--- src/rtl/core_xfade_sel.sv ---
// Glitch-free core switcher: fades the active core's four channels to silence,
// swaps to the requested core, then fades back in, one gain step per sample tick.
module core_xfade_sel #(
   parameter int W         = 16,
   parameter int N_CORES   = 4,
   parameter int FADE_LOG2 = 6
) (
   input  logic                     clk,
   input  logic                     rst,
   input  logic                     sample_clk,
   input  logic                     sel_valid,
   output logic                     sel_ready,
   input  logic [1:0]               sel_core,
   input  logic [N_CORES*4*W-1:0]   core_out,
   output logic [W-1:0]             sample_out0,
   output logic [W-1:0]             sample_out1,
   output logic [W-1:0]             sample_out2,
   output logic [W-1:0]             sample_out3,
   output logic [1:0]               active_core,
   output logic                     busy
);

   localparam int GW = FADE_LOG2 + 1;
   localparam int PW = W + FADE_LOG2 + 2;
   localparam logic [GW-1:0] GMAX   = {1'b1, {FADE_LOG2{1'b0}}};
   localparam logic [GW-1:0] G_ONE  = {{FADE_LOG2{1'b0}}, 1'b1};
   localparam logic [2:0]    NC_LIM = 3'(N_CORES);

   typedef enum logic [1:0] {
      RUN      = 2'd0,
      FADE_OUT = 2'd1,
      SWAP     = 2'd2,
      FADE_IN  = 2'd3
   } state_t;

   state_t          state_q, state_d;
   logic [GW-1:0]   gain_q, gain_d;
   logic [1:0]      active_q, active_d;
   logic [1:0]      pend_q, pend_d;
   logic            sclk_q;
   logic            tick_s;
   logic            ignore_req_s;
   logic [W-1:0]    out_q [4];
   logic [W-1:0]    out_d [4];
   logic [W-1:0]    lane_s [4][4];

   // Signed sample times unsigned gain at full precision, floored by the shift.
   function automatic logic [W-1:0] scale_sample(input logic [W-1:0] s, input logic [GW-1:0] g);
      logic signed [PW-1:0] prod;
      prod = $signed({{(FADE_LOG2+2){s[W-1]}}, s}) * $signed({{(W+1){1'b0}}, g});
      return W'(prod >>> FADE_LOG2);
   endfunction

   // Unpack the flat core bus; absent cores read as silence.
   for (genvar k = 0; k < 4; k++) begin : g_core
      for (genvar c = 0; c < 4; c++) begin : g_chan
         if (k < N_CORES) begin : g_real
            assign lane_s[k][c] = core_out[(k*4+c)*W +: W];
         end else begin : g_absent
            assign lane_s[k][c] = '0;
         end
      end
   end

   assign tick_s       = sample_clk & ~sclk_q;
   assign ignore_req_s = (sel_core == active_q) || ({1'b0, sel_core} >= NC_LIM);
   assign sel_ready    = (state_q == RUN);
   assign busy         = (state_q != RUN);
   assign active_core  = active_q;
   assign sample_out0  = out_q[0];
   assign sample_out1  = out_q[1];
   assign sample_out2  = out_q[2];
   assign sample_out3  = out_q[3];

   // Fade sequencing and per-tick output scaling.
   always_comb begin
      state_d  = state_q;
      gain_d   = gain_q;
      active_d = active_q;
      pend_d   = pend_q;
      for (int c = 0; c < 4; c++) out_d[c] = out_q[c];
      case (state_q)
         RUN: begin
            if (sel_valid && !ignore_req_s) begin
               pend_d  = sel_core;
               state_d = FADE_OUT;
            end else begin
               state_d = RUN;
            end
         end
         FADE_OUT: begin
            if (tick_s) begin
               gain_d = gain_q - G_ONE;
               if (gain_d == '0) state_d = SWAP;
               else              state_d = FADE_OUT;
            end else begin
               state_d = FADE_OUT;
            end
         end
         SWAP: begin
            active_d = pend_q;
            state_d  = FADE_IN;
         end
         FADE_IN: begin
            if (tick_s) begin
               gain_d = gain_q + G_ONE;
               if (gain_d == GMAX) state_d = RUN;
               else                state_d = FADE_IN;
            end else begin
               state_d = FADE_IN;
            end
         end
         default: begin
            state_d = FADE_IN;
            gain_d  = '0;
         end
      endcase
      // Scale with the old core and post-update gain so an accept on a tick stays unscaled.
      if (tick_s) begin
         for (int c = 0; c < 4; c++) out_d[c] = scale_sample(lane_s[active_q][c], gain_d);
      end else begin
         for (int c = 0; c < 4; c++) out_d[c] = out_q[c];
      end
   end

   // State, gain, routing and output registers.
   always_ff @(posedge clk or posedge rst) begin
      if (rst) begin
         state_q  <= FADE_IN;
         gain_q   <= '0;
         active_q <= 2'd0;
         pend_q   <= 2'd0;
         sclk_q   <= 1'b0;
         for (int c = 0; c < 4; c++) out_q[c] <= '0;
      end else begin
         state_q  <= state_d;
         gain_q   <= gain_d;
         active_q <= active_d;
         pend_q   <= pend_d;
         sclk_q   <= sample_clk;
         for (int c = 0; c < 4; c++) out_q[c] <= out_d[c];
      end
   end

endmodule

--- config.mk ---
export PLATFORM = sky130hd
export DESIGN_NAME = core_xfade_sel
export DESIGN_NICKNAME = d
export VERILOG_FILES = /design/src/rtl/core_xfade_sel.sv
export SDC_FILE = /design/constraint.sdc
export NUM_CORES = 1
export LEC_CHECK = 0
export ABC_AREA = 1
export BUFFER_PORTS_ARGS = -buffer_cell sky130_fd_sc_hd__buf_2
export CAP_MARGIN = 20
export CORE_UTILIZATION = 40
export DETAILED_ROUTE_END_ITERATION = 10
export PLACE_DENSITY = 0.66
export SLEW_MARGIN = 20
export SYNTH_ARGS = -nofsm -noshare
export SYNTH_HDL_FRONTEND = slang
export SYNTH_SLANG_ARGS = --single-unit
--- constraint.sdc ---
create_clock -name clk -period 13.97 [get_ports clk]
set_input_delay 1.397 -clock clk [delete_from_list [all_inputs] [get_ports clk]]
set_output_delay 1.397 -clock clk [all_outputs]
set_load 0.005 [all_outputs]
# [Word level (Yosys, flattened, before mapping)]
# Cells that the tools add are included.
[classes] n_eq_ne=5 multipliers=4 reduce_logical=6 n_div=0 bitwise_logic=3 addsub=2 mux=12 magnitude_cmp=1 n_shift=0
[op_table] cell="binary-select mux 64 bit (select 2 bit)" n=1
[op_table] cell="2-to-1 mux 64 bit" n=2
[op_table] cell="multiplier 16 x 8 -> 22 bit" n=4
[op_table] cell="2-to-1 mux 7 bit" n=2
[op_table] cell="case mux 7 bit (2 select lines)" n=1
[op_table] cell="2-to-1 mux 2 bit" n=4
[op_table] cell="case mux 2 bit (4 select lines)" n=1
[op_table] cell="adder 7 x 1 -> 7 bit (second input constant)" n=1
[op_table] cell="== test 7 bit (second input constant)" n=1
[op_table] cell="logical NOT 7 bit" n=1
[op_table] cell="subtractor 7 x 1 -> 7 bit (second input constant)" n=1
[op_table] cell="== test 2 bit (second input constant)" n=2
[op_table] cell="greater-or-equal comparator 3 bit (second input constant)" n=1
[op_table] cell="inverter 2 -> 3 bit" n=1
[op_table] cell="== test 2 x 1 -> 1 bit (second input constant)" n=1
[op_table] cell="== test 2 bit" n=1
[op_table] cell="logical NOT 2 bit" n=1
[op_table] cell="AND reduction 2 bit" n=1
[op_table] cell="nonzero test 2 bit" n=1
[op_table] cell="AND 1 bit" n=1
[op_table] cell="logical AND 1 bit" n=1
[op_table] cell="logical NOT 1 bit" n=1
[op_table] cell="2-to-1 mux 1 bit" n=1
[op_table] cell="inverter 1 bit" n=1
[word_totals] n_memories=0 elab_cells=42 latch_bits=0 out_inout_bits=68 register_bits=78 in_bits=262 rom_bits=0 ram_bits=0

# [Logic depth before layout (Yosys ltp)]
# Gate-level depths: netlist of the first run.
[logic_depth] word_depth=5 ltp_mapped=35 ltp_nobuf=33

# [Worst setup path after synthesis of the first run]
# No wires, ideal clock.
[synth_path] path_type="input-to-reg" startpoint="in sample_clk" endpoint="reg out_q (netlist bit sample_out0[13])" arrival_ps=5780 setup_slack_ps=8072 path_buffers=2 stages=31 cell_sequence="inv_2 -> nor2_4 -> buf_2 -> nand2_1 -> nand2_1 -> nand2_1 -> nand3_1 -> inv_1 -> clkbuf_1 -> nand2_1 -> fa_1 -> fa_1 -> inv_1 -> fa_1 -> inv_1 -> fa_1 -> inv_1 -> ha_1 -> nand2_1 -> inv_1 -> a21oi_1 -> o21ai_0 -> inv_1 -> nand2_2 -> nand2_1 -> nand2_2 -> nand2_1 -> nand2_1 -> nand2_1 -> nand3_1 -> nand2_1"
[synth_between] elab_chain_cells=4 elab_cells_between_ends=5 classes_between="1 x mul; 3 x mux; 1 x bitwise"
[synth_rtl] item="start: declaration" line_no="10" rtl="input logic sample_clk,"
[synth_rtl] item="AND 1 bit (*)" line_no="65" rtl="assign tick_s = sample_clk & ~sclk_q;"
[synth_rtl] item="2-to-1 mux 7 bit (on tied branches)" line_no="105, 92"
[synth_rtl] item="case mux 7 bit (2 select lines)" line_no="82" rtl="case (state_q)"
[synth_rtl] item="multiplier 16 x 8 -> 22 bit" line_no="50" rtl="prod = $signed({{(FADE_LOG2+2){s[W-1]}}, s}) * $signed({{(W+1){1'b0}}, g});"
[synth_rtl] item="end: declaration" line_no="43" rtl="logic [W-1:0] out_q [4];"
# Every way passes the cells marked *; elsewhere a longest branch is shown, timed or not.
# A chain may end at the register's enable or synchronous reset.

# [Final worst setup path of the first run]
[layout_path] startpoint="in sample_clk" endpoint="reg out_q (netlist bit sample_out2[13])"
# Same word-level chain as after synthesis.

==> results of run 1 <==
## registers in the layout (all words and copies together) (netlist names)
signal / count
active_core: 2
sample_out2: 16
sclk_q: 1
sample_out3: 16
state_q: 2
sample_out0: 16
gain_q: 7
sample_out1: 16
pend_q: 2
## layout by cell type, fill, tap and decap left out, types with 7 or more instances in the layout
cell,Yosys,routed
nand2_1,543,543
inv_1,508,506
nor2_1,469,469
buf_2,20,329
fa_1,320,320
ha_1,168,168
nand3_1,106,106
a21oi_1,99,99
or2_2,85,85
dfrtp_1,76,75
o21ai_0,42,42
xnor2_1,37,37
a32o_1,29,29
o21ai_1,18,18
nand4_1,18,18
a32oi_2,17,17
xor2_1,16,16
nand2_2,16,13
buf_4,4,13
a31oi_1,12,12
nor3_1,11,11
clkbuf_16,0,9
inv_2,10,8
nor2_2,7,7
nand3b_1,7,7
a32oi_1,7,7
## routing by layer
layer,global-route usage (%),vias to the layer above
li1,-,8967
met1,31.9,8831
met2,39.5,615
met3,5.49,77
met4,9.04,0
met5,0,-
## cells by family after synthesis
logic type / count (synthesis) / share of synthesized area [%]
compound gates: 252 / 8.42
xor+xnor: 53 / 2.28
fa+ha+maj: 488 / 41.7
buf+inv: 617 / 11.7
flops: 78 / 9.58
simple gates: 1278 / 26.3
## stage by stage
step | worst slack (ps) | area [µm²] | hold slack [ps] | std cells
2_1_floorplan | 8070 | 20400 | 454 | 2766
3_3_place_gp | 6330 | 22600 | 460 | 3681
3_5_place_dp | 6220 | 22600 | 462 | 3681
4_1_cts | 6630 | 22900 | 481 | 3697
5_1_grt | 5990 | 22900 | 490 | 3697
6_report | 6550 | 22900 | 473 | 3698
## path summary, 6_finish.rpt
kind | from | endpoint | slack [ps] | cells past startpoint
min in group asynchronous | rst | sample_out3[14]$_DFFE_PP0N_ | 1050 | 2
worst min-delay path | sample_out0[4]$_DFFE_PP0N_ | sample_out0[4]$_DFFE_PP0N_ | 470 | 2
worst max-delay path | sample_clk | sample_out2[13]$_DFFE_PP0N_ | 6550 | 30
worst max register to register | active_core[0]$_DFFE_PP0N_ | sample_out0[15]$_DFFE_PP0N_ | 7280 | 22
worst min register to register | sample_out0[4]$_DFFE_PP0N_ | sample_out0[4]$_DFFE_PP0N_ | 470 | 2
max in group asynchronous | rst | sample_out1[1]$_DFFE_PP0N_ | 11890 | 3
## critical path, delay by kind of cell
kind	cells	cell delay (ps)
AOI/OAI and AO/OA	1	410
adders and majority gates	5	2290
buffers and inverters	9	1820
and+or+nand+nor	15	1730
## final cells by class
cell class | instances | area (µm²)
Fill cell | 5145 | 27400
Multi-Input combinational cell | 2071 | 16100
Sequential cell | 78 | 1960
Inverter | 518 | 1950
Timing Repair Buffer | 342 | 1740
Tap cell | 672 | 841
Clock buffer | 10 | 229
Clock inverter | 6 | 71.3
Antenna cell | 1 | 2.50
==> results_dict.tcl, run 1 <==
set metrics [dict create \
    cts_inserted_buffers 9 \
    finalHoldViolations 0 \
    netlist_top_cells_count "nand2_1, inv_1, nor2_1" \
    io_buffer_count 329 \
    cp.required_ps 14260 \
    crit_path_end_kind "register" \
    die_area_um2 51900 \
    yosys.area.top_type "fa_1" \
    post_cts_buffers 0 \
    cap_violations 0 \
    finalSetupTns_ps 0 \
    start_util_pct 40.6 \
    max_stage_delay_ps 570 \
    critPathKind "in2reg" \
    hpwl_um 48400 \
    drcViolationCount 0 \
    grt_pass1_vias 18900 \
    post-route-period-util_pct 53.1 \
    chipWidth_um 228 \
    totalWireLength_um 60700 \
    clk_pin_slew_ps 70 \
    synth_seq_cells 78 \
    async_flop_share_pct 100 \
    chipHeight_um 228 \
    highest_layer "met4" \
    seq_area_frac_synth_pct 9.58 \
    crit_top_cell "nand2_1" \
    cts.path.max_buffers 2 \
    syn_nets 3516 \
    fmax_mhz 135 \
    core_area_um2 50300 \
    grt_util_all_layers_pct 24.4 \
    critPathSlowestCell "buf_4" \
    io_pins 330 \
    post_cts_hold_buffer_count 0 \
    route.met3.wl_um 4610 \
    grt_overflow 0 \
    yosysWarnings 0 \
    final_layout_size_suffix_gt1_share_pct 16.7 \
    skew_ps 19.3 \
    setup_violations 0 \
    wl_met2_um 27600 \
    clock-root-buffer "clkbuf_16" \
    netlist_top_cells_area "fa_1, ha_1, nand2_1" \
    vias 18500 \
    yosysMostFrequentCell "nand2_1" \
    nets 3770 \
    wl_per_cell_um 16.4 \
    min_period_ps 7420 \
    slew_violations 0 \
    relSlewSlack_pct 33.2 \
    routabilityCongestion 0.912 \
    synth_edf_count 0 \
    hold_class "reg2reg" \
    syn_area_um2 20400 \
    synth_top_area_share_pct 31.4 \
    grt_max_degree 96 \
    cts_tree "done" \
    wl_met1_um 26200 \
    cp.arrival_ps 7710 \
    postSynthAreaPerCell_um2 7.37 \
    status "finished, final reports clean" \
    final_core_util_pct 45.5 \
    insertion_delay_ps 400 \
    synth_cells 2766 \
    start_kind "input pin" \
    synth-main-ff-cell "dfrtp_1" \
    antenna_found_initial 1 \
    drtIter0Drc 1252 \
    cts.sink_count 78 \
    firstDrtPassIters 5 \
    crit_fanout 55 \
    drt-vias-per-instance 5.00 \
    grt_pass1_wl_um 100000 \
    rsz0062_at_grt "false" \
    ant_nets 0 \
    synth_cell_type_count 49 \
    area_growth_pct 12.1 \
    htreeDepth 3 \
    ctsResizeCount 0 \
    rows 82 \
    worst_pin_slew_ps 1000 \
]
Power of run 1 is not shown: default switching activity piles up to over one toggle a cycle in this logic, so the estimate is an artifact.
==> run 2, diff against run 1 <==
--- a/config.mk
+++ b/config.mk
@@ -5,7 +5,7 @@
 export SDC_FILE = /design/constraint.sdc
 export NUM_CORES = 1
 export LEC_CHECK = 0
-export ABC_AREA = 1
+export ABC_AREA = 0
 export BUFFER_PORTS_ARGS = -buffer_cell sky130_fd_sc_hd__buf_2
 export CAP_MARGIN = 20
 export CORE_UTILIZATION = 40
==> constraint.sdc (replaced) <==
create_clock -name clk -period 7.7 [get_ports clk]
set_input_delay 0.77 -clock clk [delete_from_list [all_inputs] [get_ports clk]]
set_output_delay 0.77 -clock clk [all_outputs]
set_load 0.005 [all_outputs]
==> run 2 against run 1 <==
Compared with the run above:
- final area is 4.1% lower
- critical endpoint is now sample_out2[15]$_DFFE_PP0N_
- clock skew fell by 9.3 ps
- synthesized cell count decreased by 20%
- die area is 5.5% lower
- register-to-register slack got worse by 6500 ps
- worst hold slack worse by 32 ps
==> results_dict.tcl, run 2 <==
set metrics [dict create \
    status "finished, final reports clean" \
    clk_pin_slew_ps 70 \
    synth_top_area_share_pct 33.3 \
    seq_area_frac_synth_pct 10.1 \
    wl_met2_um 27300 \
    hold_class "in2async" \
    ctsResizeCount 0 \
    cap_violations 0 \
    antenna_cells 0 \
    synth_cells 2224 \
    yosysWarnings 0 \
    wl_met1_um 21400 \
    totalWireLength_um 53700 \
    start_util_pct 40.4 \
    yosys.area.top_type "fa_1" \
    nets 3253 \
    post_cts_hold_buffer_count 0 \
    synth_cell_type_count 64 \
    min_period_ps 6910 \
    worst_hold_slack_ps 441 \
    chipWidth_um 221 \
    route.met3.wl_um 3290 \
    cts.sink_count 78 \
    finalHoldViolations 0 \
    dp.cells 3107 \
    antenna_found_initial 1 \
    finalSetupTns_ps 0 \
    drt-vias-per-instance 5.18 \
    netlist_top_cells_area "fa_1, ha_1, dfrtp_1" \
    critPathKind "reg2reg" \
    io_pins 330 \
    cp.required_ps 7950 \
    htreeDepth 3 \
    fmax_mhz 145 \
    insertion_delay_ps 380 \
    crit_path_end_kind "register" \
    chipHeight_um 221 \
    syn_area_um2 19300 \
    netlist_top_cells_count "inv_1, nor2_1, fa_1" \
    final_common_cell "inv_1" \
    post_cts_buffers 0 \
    core_area_um2 47600 \
    grt_pass1_vias 17000 \
    grt_pass1_wl_um 87100 \
    drtIter0Drc 650 \
    layout_common_cells "inv_1, nor2_1, buf_2" \
    syn_nets 2974 \
    final_core_util_pct 46.0 \
    synth_edf_count 0 \
    synth-main-ff-cell "dfrtp_1" \
    skew_ps 10.0 \
    synth_seq_cells 78 \
    rows 80 \
    worst_pin_slew_ps 914 \
    relSlewSlack_pct 38.8 \
    final_layout_size_suffix_gt1_share_pct 18.8 \
    crit_fanout 20 \
    grt_overflow 0 \
    die_area_um2 49000 \
    multiInputGateArea_um2 15500 \
    setup_violations 0 \
    nFillCells 4614 \
    cts_tree "done" \
    slew_violations 0 \
    drcViolationCount 0 \
    post-route-period-util_pct 89.8 \
    hpwl_um 44200 \
    final-seq-area_um2 1960 \
    cts.path.max_buffers 2 \
    routabilityCongestion 0.894 \
    clock-root-buffer "clkbuf_16" \
    area_growth_pct 13.9 \
    rsz0062_at_grt "false" \
    cp.arrival_ps 7160 \
    async_flop_share_pct 100 \
    start_kind "register" \
    firstDrtPassIters 5 \
    io_buffer_count 329 \
    grt_util_all_layers_pct 22.8 \
    postSynthAreaPerCell_um2 8.66 \
    yosysMostFrequentCell "inv_1" \
    highest_layer "met4" \
    grt_max_degree 68 \
    wl_per_cell_um 17.2 \
    cts_inserted_buffers 9 \
    ant_nets 0 \
    stdcell_count 3123 \
    vias 16200 \
]
[run 2: path summary, 6_finish.rpt]
path	startpoint	cells past startpoint	to	slack (ps)
worst max-delay path	gain_q[0]$_DFF_PP0_	24	sample_out2[15]$_DFFE_PP0N_	790
worst min-delay path	rst	2	sample_out3[12]$_DFFE_PP0N_	440
worst max register to register	gain_q[0]$_DFF_PP0_	24	sample_out2[15]$_DFFE_PP0N_	790
worst min register to register	sample_out1[0]$_DFFE_PP0N_	2	sample_out1[0]$_DFFE_PP0N_	470
max in group asynchronous	rst	3	active_core[0]$_DFFE_PP0N_	6150
min in group clk	sample_out1[0]$_DFFE_PP0N_	2	sample_out1[0]$_DFFE_PP0N_	470
[run 2: cell families after synthesis]
kind of cell    count (synthesis)  share of synthesized area, %
mux                           131                          8.28
xor+xnor                       77                          3.50
flops                          78                          10.1
fa+ha+maj                     488                          44.2
compound gates                236                          7.57
simple gates                  719                          16.5
buf+inv                       495                          9.79
[run 2: worst max-delay path, cell delays in order (launching register included)]
cell      delay (ps)
dfrtp_1          560
inv_1             90
ha_1             240
inv_1            100
nor2_1            70
nand2_1           80
a21oi_1           90
xnor2_2          700
buf_4            450
nor2_1           110
fa_1             400
fa_1             480
inv_1             50
fa_1             500
fa_1             490
inv_1             40
ha_1             300
a21oi_1          180
o41a_1           210
a211oi_2         120
nor3_1           370
o211ai_2         170
a311oi_1         460
nor4_1           100
or3b_1           400
[run 2: metal layers]
layer | GRT usage (%) | vias to the layer above
li1 | - | 7527
met2 | 41.1 | 608
met1 | 27.5 | 7968
met5 | 0 | -
met4 | 7.80 | 0
met3 | 3.55 | 75
[run 2: area by class of cell]
class                      count  share of cell area [%]
clock buffer                  11                    1.06
clock inverter                 5                   0.382
inverter                     403                    6.91
multi-input combinational   1651                    70.5
sequential                    78                    8.94
tap                          615                    3.51
timing repair buffer         360                    8.68
[run 2: through the flow]
step | area, µm² | setup slack, ps
2_1_floorplan | 19300 | 973
3_3_place_gp | 21600 | 750
3_5_place_dp | 21600 | 594
4_1_cts | 21900 | 797
5_1_grt | 21900 | 373
6_report | 21900 | 785
Power of run 2 is left out for the same reason.
==> run 3, diff against run 2 <==
--- a/config.mk
+++ b/config.mk
@@ -9,6 +9,7 @@
 export BUFFER_PORTS_ARGS = -buffer_cell sky130_fd_sc_hd__buf_2
 export CAP_MARGIN = 20
 export CORE_UTILIZATION = 40
+export CTS_BUF_LIST = sky130_fd_sc_hd__clkbuf_4 sky130_fd_sc_hd__clkbuf_8
 export DETAILED_ROUTE_END_ITERATION = 10
 export PLACE_DENSITY = 0.66
 export SLEW_MARGIN = 20
==> run 3 against run 2 <==
Compared with the run above:
- fmax shrank 0.10%
- final area shrank 0.43%
- die area is the same
- non-clock buffer count is the same
- first-iteration DRC count shrank 0.31%
- register-to-register slack is essentially flat
- clock skew grew 7.6 ps
- core utilization shrank 0.20 points
- sequential share of layout area is essentially flat
- final cell count is the same
- global-route usage is essentially flat
- critical endpoint unchanged
==> results_dict.tcl, run 3 (synthesis gave the netlist of run 2 again) <==
set metrics [dict create \
    use_met1_pct 27.5 \
    dp_slack_ps 594 \
    wl_per_cell_um 17.2 \
    clock-root-buffer "clkbuf_8" \
    nets 3253 \
    cp.arrival_ps 7210 \
    post-route-period-util_pct 89.9 \
    cap_violations 0 \
    critPathKind "reg2reg" \
    cp_num_buf_inv 5 \
    cts.sink_count 78 \
    grt_pass1_vias 17000 \
    setup_slack_ps 779 \
    rows 80 \
    chipHeight_um 221 \
    firstDrtPassIters 5 \
    drtIter0Drc 648 \
    drcViolationCount 0 \
    dpl_cell_area_um2 21600 \
    setup_violations 0 \
    grt_util_all_layers_pct 22.8 \
    htreeDepth 3 \
    hold_class "in2async" \
    cp.required_ps 7990 \
    status "finished, final reports clean" \
    io_pins 330 \
    relSlewSlack_pct 40.6 \
    chipWidth_um 221 \
    layout_common_cells "inv_1, nor2_1, buf_2" \
    final_common_cell "inv_1" \
    cts.path.max_buffers 2 \
    post_cts_hold_buffer_count 0 \
    crit_path_end_kind "register" \
    totalWireLength_um 53600 \
    slew_violations 0 \
    ant_nets 0 \
    post_cts_buffers 0 \
    hpwl_um 44200 \
    vias 16100 \
    core_area_um2 47600 \
    grt_overflow 0 \
    max_stage_delay_ps 680 \
    critPathSlowestCell "xnor2_2" \
    grt_pass1_wl_um 87100 \
    skew_ps 17.6 \
    start_kind "register" \
    postLayoutCellArea_um2 21800 \
    ctsResizeCount 0 \
    cts_tree "done" \
    drt-vias-per-instance 5.17 \
    antenna_cells 0 \
    clk_pin_slew_ps 90 \
    antenna_found_initial 1 \
    crit_fanout 20 \
    rsz0062_at_grt "false" \
    use_met3_pct 3.43 \
    min_period_ps 6920 \
    area_growth_pct 13.4 \
    finalHoldViolations 0 \
    routabilityCongestion 0.894 \
    start_util_pct 40.4 \
    met2_usage_pct 41.0 \
    io_buffer_count 329 \
    worst_pin_slew_ps 887 \
    die_area_um2 49000 \
    final_layout_size_suffix_gt1_share_pct 18.9 \
    cts_inserted_buffers 9 \
    grt-busiest-layer "met2" \
    grt_max_degree 68 \
    finalSetupTns_ps 0 \
    worst_path_dominant_cell_family "adder cells" \
    nFillCells 4624 \
    insertion_delay_ps 420 \
    path_cells "inv_1 -> ha_1 -> inv_1 -> nor2_1 -> nand2_1 -> a21oi_1 -> xnor2_2 -> buf_4 -> nor2_1 -> fa_1 -> fa_1 -> inv_1 -> fa_1 -> fa_1 -> inv_1 -> ha_1 -> a21oi_1 -> o41a_1 -> a211oi_2 -> nor3_1 -> o211ai_2 -> a311oi_1 -> nor4_1 -> or3b_1" \
    fmax_mhz 144 \
]
[run 3: metal layers]
layer,part of all wire [%],vias up,wire length [µm]
met3,6.0,80,3230
met4,3.4,0,1810
met5,0,-,0
met1,40,7937,21300
li1,-,7520,-
met2,51,595,27300
[run 3: metrics by stage]
stage | std cells | hold slack (ps) | util, %
after floorplan | 2224 | 463 | -
after global placement | 3107 | 452 | 45.4
after detailed placement | 3107 | 459 | 45.4
after CTS | 3123 | 399 | 45.8
after global routing | 3123 | 401 | 45.8
final | 3123 | 393 | 45.8
[run 3: final timing paths]
check	startpoint	end	slack (ps)	depth (start not counted)
min	rst	sample_out3[12]$_DFFE_PP0N_	390	2
max	gain_q[0]$_DFF_PP0_	sample_out2[15]$_DFFE_PP0N_	780	24
max in group asynchronous	rst	active_core[0]$_DFFE_PP0N_	6200	3
min in group clk	sample_out2[6]$_DFFE_PP0N_	sample_out2[6]$_DFFE_PP0N_	480	2
min reg2reg	sample_out2[6]$_DFFE_PP0N_	sample_out2[6]$_DFFE_PP0N_	480	2
max reg2reg	gain_q[0]$_DFF_PP0_	sample_out2[15]$_DFFE_PP0N_	780	24
[run 3: worst reg2reg max path, delay by kind of cell, from the launching register on]
family | cells | cell delay [ps]
DFF | 1 | 580
AOI/OAI and AO/OA | 6 | 1240
adders and majority gates | 6 | 2430
and+or+nand+nor | 6 | 1140
xor gates and xnor gates | 1 | 680
buffers and inverters | 5 | 730
[run 3: final cells by class]
cell class	count	area, µm²	share of cell area, %
clock buffers	11	139	0.636
multi-input cells	1651	15500	70.8
flip-flops and latches	78	1960	8.98
repair buffers	360	1900	8.72
well taps	615	769	3.52
clock inverters	5	83.8	0.384
inverters	403	1520	6.94
Power of run 3 is left out for the same reason.
